[config.mk]
export PLATFORM = sky130hd
export DESIGN_NAME = data_bus_adapter
export DESIGN_NICKNAME = d
export VERILOG_FILES = /design/src/rtl/data_bus_adapter.sv
export SDC_FILE = /design/constraint.sdc
export NUM_CORES = 1
export LEC_CHECK = 0
export ABC_AREA = 0
export CORE_UTILIZATION = 46
export CTS_CLUSTER_SIZE = 24
export DETAILED_ROUTE_END_ITERATION = 6
export PLACE_DENSITY = 0.8
export SYNTH_ARGS = -nofsm -noshare
export SYNTH_HDL_FRONTEND = slang
export SYNTH_SLANG_ARGS = --single-unit
[constraint.sdc]
create_clock -name clk -period 3.2 [get_ports clk]
set_input_delay 0.32 -clock clk [delete_from_list [all_inputs] [get_ports clk]]
set_output_delay 0.32 -clock clk [all_outputs]
set_load 0.005 [all_outputs]
[src/rtl/data_bus_adapter.sv]
// Core data-bus to single-outstanding req/ack memory adapter with byte lanes, load alignment and timeout.
// Optional macro MISALIGNED_TRAP_EN: reject misaligned half/word accesses instead of truncating the offset.
module data_bus_adapter #(
  parameter int          TIMEOUT_CYCLES = 255,
  parameter logic [31:0] ERR_READ_VALUE = 32'hFFFFFFFF
) (
  input  logic        clk,
  input  logic        reset,
  input  logic        core_read,
  input  logic        core_write,
  input  logic [1:0]  core_option,
  input  logic        core_unsigned,
  input  logic [31:0] core_address,
  input  logic [31:0] core_write_data,
  output logic [31:0] core_read_data,
  output logic        core_stall,
  output logic        core_err,
  output logic        mem_cyc,
  output logic        mem_we,
  output logic [3:0]  mem_sel,
  output logic [31:0] mem_addr,
  output logic [31:0] mem_wdata,
  input  logic [31:0] mem_rdata,
  input  logic        mem_ack
);

  typedef enum logic [1:0] {IDLE, REQ, DONE} state_t;

  localparam logic [1:0]  SZ_BYTE   = 2'b00;
  localparam logic [1:0]  SZ_HALF   = 2'b01;
  localparam logic [1:0]  SZ_WORD   = 2'b10;
  localparam logic [31:0] TMO_LIMIT = 32'(TIMEOUT_CYCLES);

  state_t      state, state_next;
  logic        request;
  logic        reject;
  logic [1:0]  size_p0;
  logic [1:0]  off_p0;
  logic        we_p1;
  logic        uns_p1;
  logic [1:0]  size_p1;
  logic [1:0]  off_p1;
  logic [31:0] tmo_cnt;
  logic        timeout_hit;

  function automatic logic [3:0] lane_sel(input logic [1:0] size, input logic [1:0] off);
    case (size)
      SZ_BYTE: lane_sel = 4'b0001 << off;
      SZ_HALF: lane_sel = off[1] ? 4'b1100 : 4'b0011;
      default: lane_sel = 4'b1111;
    endcase
  endfunction

  function automatic logic [31:0] lane_wdata(input logic [1:0] size, input logic [31:0] d);
    case (size)
      SZ_BYTE: lane_wdata = {4{d[7:0]}};
      SZ_HALF: lane_wdata = {2{d[15:0]}};
      default: lane_wdata = d;
    endcase
  endfunction

  function automatic logic [31:0] load_align(input logic [31:0] rdata, input logic [1:0] off,
                                             input logic [1:0] size, input logic uns);
    logic        [31:0] shifted;
    logic signed [7:0]  b;
    logic signed [15:0] h;
    shifted = rdata >> {off, 3'b000};
    b = shifted[7:0];
    h = shifted[15:0];
    case (size)
      SZ_BYTE: load_align = uns ? {24'd0, shifted[7:0]}  : 32'(b);
      SZ_HALF: load_align = uns ? {16'd0, shifted[15:0]} : 32'(h);
      default: load_align = shifted;
    endcase
  endfunction

  assign request     = core_read | core_write;
  assign size_p0     = (core_option == SZ_BYTE || core_option == SZ_HALF) ? core_option : SZ_WORD;
  assign timeout_hit = (TMO_LIMIT != 32'd0) && (tmo_cnt == TMO_LIMIT - 32'd1);

  // Natural-alignment truncation; only matters when misaligned accesses are not trapped.
  always_comb begin
    case (size_p0)
      SZ_BYTE: off_p0 = core_address[1:0];
      SZ_HALF: off_p0 = {core_address[1], 1'b0};
      default: off_p0 = 2'b00;
    endcase
  end

`ifdef MISALIGNED_TRAP_EN
  assign reject = ((size_p0 == SZ_HALF) && core_address[0]) ||
                  ((size_p0 == SZ_WORD) && (core_address[1:0] != 2'b00));
`else
  assign reject = 1'b0;
`endif

  always_ff @(posedge clk) begin
    if (reset) state <= IDLE;
    else       state <= state_next;
  end

  always_comb begin
    state_next = state;
    core_stall = 1'b0;
    case (state)
      IDLE: begin
        if (request) begin
          core_stall = 1'b1;
          state_next = reject ? DONE : REQ;
        end
      end
      REQ: begin
        core_stall = 1'b1;
        if (mem_ack || timeout_hit) state_next = DONE;
      end
      DONE:    state_next = IDLE;
      default: state_next = IDLE;
    endcase
  end

  // Request latch (IDLE) -> bus cycle and completion (REQ)
  always_ff @(posedge clk) begin
    if (reset) begin
      mem_cyc        <= 1'b0;
      mem_we         <= 1'b0;
      mem_sel        <= 4'd0;
      mem_addr       <= 32'd0;
      mem_wdata      <= 32'd0;
      core_read_data <= 32'd0;
      core_err       <= 1'b0;
      tmo_cnt        <= 32'd0;
      we_p1          <= 1'b0;
      uns_p1         <= 1'b0;
      size_p1        <= SZ_BYTE;
      off_p1         <= 2'b00;
    end else begin
      core_err <= 1'b0;
      case (state)
        IDLE: begin
          if (request) begin
            if (reject) begin
              core_err <= 1'b1;
              if (!core_write) core_read_data <= ERR_READ_VALUE;
            end else begin
              mem_cyc   <= 1'b1;
              mem_we    <= core_write;
              mem_sel   <= lane_sel(size_p0, off_p0);
              mem_addr  <= {core_address[31:2], 2'b00};
              mem_wdata <= lane_wdata(size_p0, core_write_data);
              we_p1     <= core_write;
              uns_p1    <= core_unsigned;
              size_p1   <= size_p0;
              off_p1    <= off_p0;
              tmo_cnt   <= 32'd0;
            end
          end
        end
        REQ: begin
          if (mem_ack) begin
            mem_cyc <= 1'b0;
            if (!we_p1) core_read_data <= load_align(mem_rdata, off_p1, size_p1, uns_p1);
          end else if (timeout_hit) begin
            mem_cyc  <= 1'b0;
            core_err <= 1'b1;
            if (!we_p1) core_read_data <= ERR_READ_VALUE;
          end else begin
            tmo_cnt <= tmo_cnt + 32'd1;
          end
        end
        default: ;
      endcase
    end
  end

endmodule

Yosys cells after proc, flatten, opt, wreduce, memory -nomap -nowiden
Cells that the tools add are included.

Add/sub/neg operators: 1. Eq/ne operators: 10. Shift-type cells: 2. Mux-type cells: 26. Bitwise operators: 3. Reductions and logical operators: 14.

Operators by type and width (number): 2-to-1 mux 32 bit (9); one-hot mux 32 bit (2 select lines) (3); adder 32 x 1 -> 32 bit, second input constant (1); == test 32 x 8 -> 1 bit, second input constant (1); >> shifter 32 x 5 -> 32 bit (1); == test 2 x 1 -> 1 bit, second input constant (4); logical NOT 2 bit (4); inequality test 2 bit, second input constant (4); one-hot mux 2 bit (2 select lines) (2); one-hot mux 4 bit (2 select lines) (1); 2-to-1 mux 2 bit (3); AND reduction 3 bit (2); 2-to-1 mux 1 bit (5); 2-to-1 mux 4 bit (1); one-hot mux 1 bit (2 select lines) (2); AND reduction 2 bit (2); AND reduction 4 bit (1); nonzero test 2 bit (2); left shift 1 x 2 -> 4 bit, first input constant (1); inequality test 3 bit, second input constant (1); OR reduction 3 bit (1); logical OR 1 bit (2); inverter 1 bit (2); bitwise OR 1 bit (1).

Flip-flop bits (word level): 140. Input port bits: 104. Output and inout port bits: 104. Logic and storage cells: 68.

Longest topological paths before layout
Depth in word-level cells: 7. Depth in mapped cells: 9. Mapped depth without buffers: 7.

Worst setup path before layout
Ideal clock, no wire load.

Kind: register to register. Start point: reg tmo_cnt[11]. End point: reg tmo_cnt[26]. Setup time: 71 ps. Data arrival time: 2123 ps. Required time: 3129 ps. Setup slack: 1006 ps. Cell stages (with the launch flop): 6. Buffers on the path: 0. Period minus slack after synthesis: 2194 ps. Cells stage by stage: dfxtp_1 > nand4_4 > or3_4 > or4_4 > or4_1 > a21oi_1.

Longest elaborated chain between the ends: 4. Elaborated cells between the ends (all ways): 7. Those cells by class: 1 x add/sub; 2 x eq/ne; 3 x mux; 1 x reduce/logical.

RTL lines: start, declared (line 43) `logic [31:0] tmo_cnt;`; start signal, assigned (line 167) `tmo_cnt <= tmo_cnt + 32'd1;`; adder 32 x 1 -> 32 bit (line 167); 2-to-1 mux 32 bit (line 162) `end else if (timeout_hit) begin`; 2-to-1 mux 32 bit (line 159) `if (mem_ack) begin`; one-hot mux 32 bit (2 select lines) (line 138) `case (state)`.

Several ways; a longest one is shown, not always the timed one. The select of a mux whose other input is x is not followed. A chain may end at the register's enable or synchronous reset.

Worst setup path in the final report
Same ends and word-level chain as after synthesis.

==> results.sh <==
export IMPL_status="completed"
export IMPL_finalWirelength_um=18690
export IMPL_path_max_fanout=7
export IMPL_start_util_pct=47.43
export IMPL_end_kind="register"
export IMPL_yosys_area_share_xor_xnor_pct=0.9684
export IMPL_grtUsageTotal_pct=26.36
export IMPL_ys_ff_latch=140
export IMPL_clockPowerShare_pct=43.9
export IMPL_fmax_ghz=0.4169
export IMPL_die_width_um=119.3
export IMPL_drive_gt1_share_pct=7.622
export IMPL_dp_hpwl_um=12880
export IMPL_yosys_area_share_simple_pct=22.49
export IMPL_finalCritPeriodShare_pct=74.96
export IMPL_synthCells=786
export IMPL_p_leak_nw=3.324
export IMPL_diodes=0
export IMPL_drc=0
export IMPL_root_buffer="clkbuf_16"
export IMPL_dieArea_mm2=0.01424
export IMPL_p_per_area_mw_per_mm2=532.0
export IMPL_drtIter0Drc=490
export IMPL_seq_area_frac_synth_pct=44.27
export IMPL_p_seq_share_pct=39.4
export IMPL_critPathKind="register to register"
export IMPL_synth_mux_area_share_pct=7.470
export IMPL_required_ps=3550
export IMPL_yosys_warnings=0
export IMPL_numCtsBuffers=17
export IMPL_synth_compound_area_share_pct=18.52
export IMPL_ys_async_sr_fraction_pct=0
export IMPL_drv_slew=0
export IMPL_max_cap_violations=0
export IMPL_synth_fa_ha_area_share_pct=0.3953
export IMPL_setup_viol=0
export IMPL_synth_ff_type="dfxtp_1"
export IMPL_avgSynthCellArea_um2=8.055
export IMPL_core_mm2=0.01335
export IMPL_routedWlPerCell_um=16.11
export IMPL_clk_pin_slew_ps=60
export IMPL_synth_top_family_by_area="simple AND/OR/NAND/NOR gates"
export IMPL_crit_path_start_kind="register"
export IMPL_hold_violations=0
export IMPL_dr_pass1_iters=5
export IMPL_dieHeight_um=119.3
export IMPL_syn_area_mm2=0.006331
export IMPL_drt_vias_per_instance=5.447
export IMPL_cts_buffer_depth=2
export IMPL_grt_pass1_vias=5904
export IMPL_p_sw_mw=1.196
export IMPL_dpl_instance_area_mm2=0.008533
export IMPL_grt_antenna_before_repair=0
export IMPL_cts_sinks=140
export IMPL_rows=42
export IMPL_area_delta_synth_final_pct=44.98
export IMPL_htree_levels=4
export IMPL_rsz0062_at_grt="no"
export IMPL_ir_drop_mv=0.3829
export IMPL_slew_headroom_pct=37.82
export IMPL_overflow=0
export IMPL_fin_util_pct=68.77
export IMPL_tightest_slew_ps=932.8
export IMPL_grt_max_degree=87
export IMPL_clock_latency_ps=420
export IMPL_via_count=6318
export IMPL_grt_first_pass_wirelength_um=29700
export IMPL_worst_ep_arrival_time_ps=2750
export IMPL_swShare_pct=24.50
export IMPL_yosys_cell_types_count=52
export IMPL_synth_edff_count=0
export IMPL_post_route_min_period_ps=2399
export IMPL_combPwrFrac_pct=16.7
export IMPL_final_area_mm2=0.009179
export IMPL_min_path_type="primary input to register"
export IMPL_cts_setup_buffers=0
export IMPL_fin_setup_tns_ps=0
export IMPL_placed_cells=1128
export IMPL_stdcell_count=1160
export IMPL_p_int_mw=3.686
export IMPL_cts_hold_buffers_added=0
export IMPL_final_nets=1077
export IMPL_cts_tree="done"
export IMPL_port_buffers=205
export IMPL_cts_resized=0
export IMPL_fillers=1117
export IMPL_ant_nets=0
export IMPL_clock_skew_ps=6.161
export IMPL_io_pins=208
export IMPL_gp_congestion=0.8123
metal layers:
layer | global-route usage (%) | part of all wire [%] | vias to the layer above
li1 | - | - | 3130
met1 | 31.37 | 42 | 2981
met2 | 44.19 | 48 | 191
met3 | 9.770 | 8.0 | 16
met4 | 7.656 | 1.4 | 0
met5 | 0 | 0 | -
cells in the final DEF (no fill, tap or decap), types with 3 or more instances in the layout:
master / synthesis / layout
a221oi_1: 32 / 32
nand3_1: 15 / 15
or4_1: 12 / 12
nor4_1: 9 / 9
mux2i_1: 36 / 36
or2_2: 7 / 7
nor2_1: 41 / 40
a311oi_1: 8 / 8
a21oi_1: 67 / 67
or3_1: 7 / 7
a22oi_1: 3 / 3
dfxtp_1: 140 / 140
nand4_1: 7 / 7
nor2b_1: 4 / 4
clkbuf_16: 0 / 17
o22ai_1: 3 / 3
and3_1: 4 / 4
nand2_1: 178 / 178
clkbuf_8: 0 / 4
o31ai_1: 9 / 8
clkdlybuf4s50_1: 0 / 204
o21ai_0: 39 / 39
o211ai_1: 7 / 7
mux2_2: 10 / 10
bufinv_16: 0 / 4
xnor2_1: 4 / 4
buf_4: 2 / 18
a211oi_1: 8 / 8
xor2_1: 3 / 3
inv_1: 39 / 39
nor3_1: 8 / 8
and2_1: 3 / 3
metrics by stage:
step                power [mW]  hold slack [ps]  worst slack (ps)
finish                   4.883            267.2             801.4
floorplan                2.307            443.5              1006
global route             5.064            263.3             640.6
CTS                      4.903            249.1             814.9
detailed placement       2.771            445.6             650.4
global placement         2.759            440.6             723.9
synth_stat cells, types with 8 or more instances:
library cell,instances,area [um2]
nand2_1,178,668.1
mux2i_1,36,360.4
o31ai_1,9,67.56
a221oi_1,32,280.3
mux2_2,10,112.6
o21ai_0,39,195.2
clkbuf_1,48,180.2
a21oi_1,67,335.3
nor3_1,8,40.04
or4_1,12,90.09
nor4_1,9,56.30
inv_1,39,146.4
dfxtp_1,140,2803
nor2_1,41,153.9
nand3_1,15,75.07
a311oi_1,8,70.07
a211oi_1,8,60.06
logic make-up after synthesis:
| logic type | count (synthesis) |
|---|---|
| AND/OR/NAND/NOR | 310 |
| AO/OA/AOI/OAI | 184 |
| flip-flops | 140 |
| buffers and inverters | 96 |
| multiplexers | 46 |
| XOR/XNOR | 7 |
| adder cells (fa/ha/maj) | 2 |
| other | 1 |
final cells by class:
type | count | area, um2 | share of cell area (%)
clock buffers | 23 | 488.0 | 5.316
clock inverters | 9 | 157.7 | 1.718
inverters | 39 | 146.4 | 1.595
multi-input cells | 551 | 3187 | 34.72
flip-flops and latches | 140 | 2803 | 30.53
well taps | 176 | 220.2 | 2.399
repair buffers | 222 | 2177 | 23.72
worst max-delay path, cell delays in order (launching register included):
cell     delay [ps]
dfxtp_1         510
nand4_4         180
or3_4           460
or4_4           560
or4_1           480
a21oi_1         150
registers in the layout (all words and copies together) (netlist names):
| name | cells |
|---|---|
| state | 2 |
| tmo_cnt | 32 |
| off_p1 | 2 |
| size_p1 | 2 |
| mem_addr | 30 |
| we_p1 | 1 |
| mem_cyc | 1 |
| uns_p1 | 1 |
| mem_wdata | 32 |
| mem_sel | 4 |
| core_read_data | 32 |
| core_err | 1 |
power by group through the flow:
stage	logic, mW	clock network, mW	registers [mW]
2_1_floorplan	0.345	0	1.96
5_1_grt	0.884	2.24	1.94
3_3_place_gp	0.800	0	1.96
3_5_place_dp	0.809	0	1.96
4_1_cts	0.817	2.16	1.93
6_report	0.815	2.14	1.93
path summary, 6_finish.rpt:
check	start	endpoint	slack, ps	depth (start not counted)
worst max register to register	tmo_cnt[11]$_SDFFE_PP0P_	tmo_cnt[26]$_SDFFE_PP0P_	800	5
worst min-delay path	reset	we_p1$_SDFFE_PP0P_	270	2
worst min register to register	mem_wdata[31]$_SDFFE_PP0P_	mem_wdata[31]$_SDFFE_PP0P_	450	2
worst max-delay path	tmo_cnt[11]$_SDFFE_PP0P_	tmo_cnt[26]$_SDFFE_PP0P_	800	5
No activity file was read; power rests on OpenSTA's default activity.
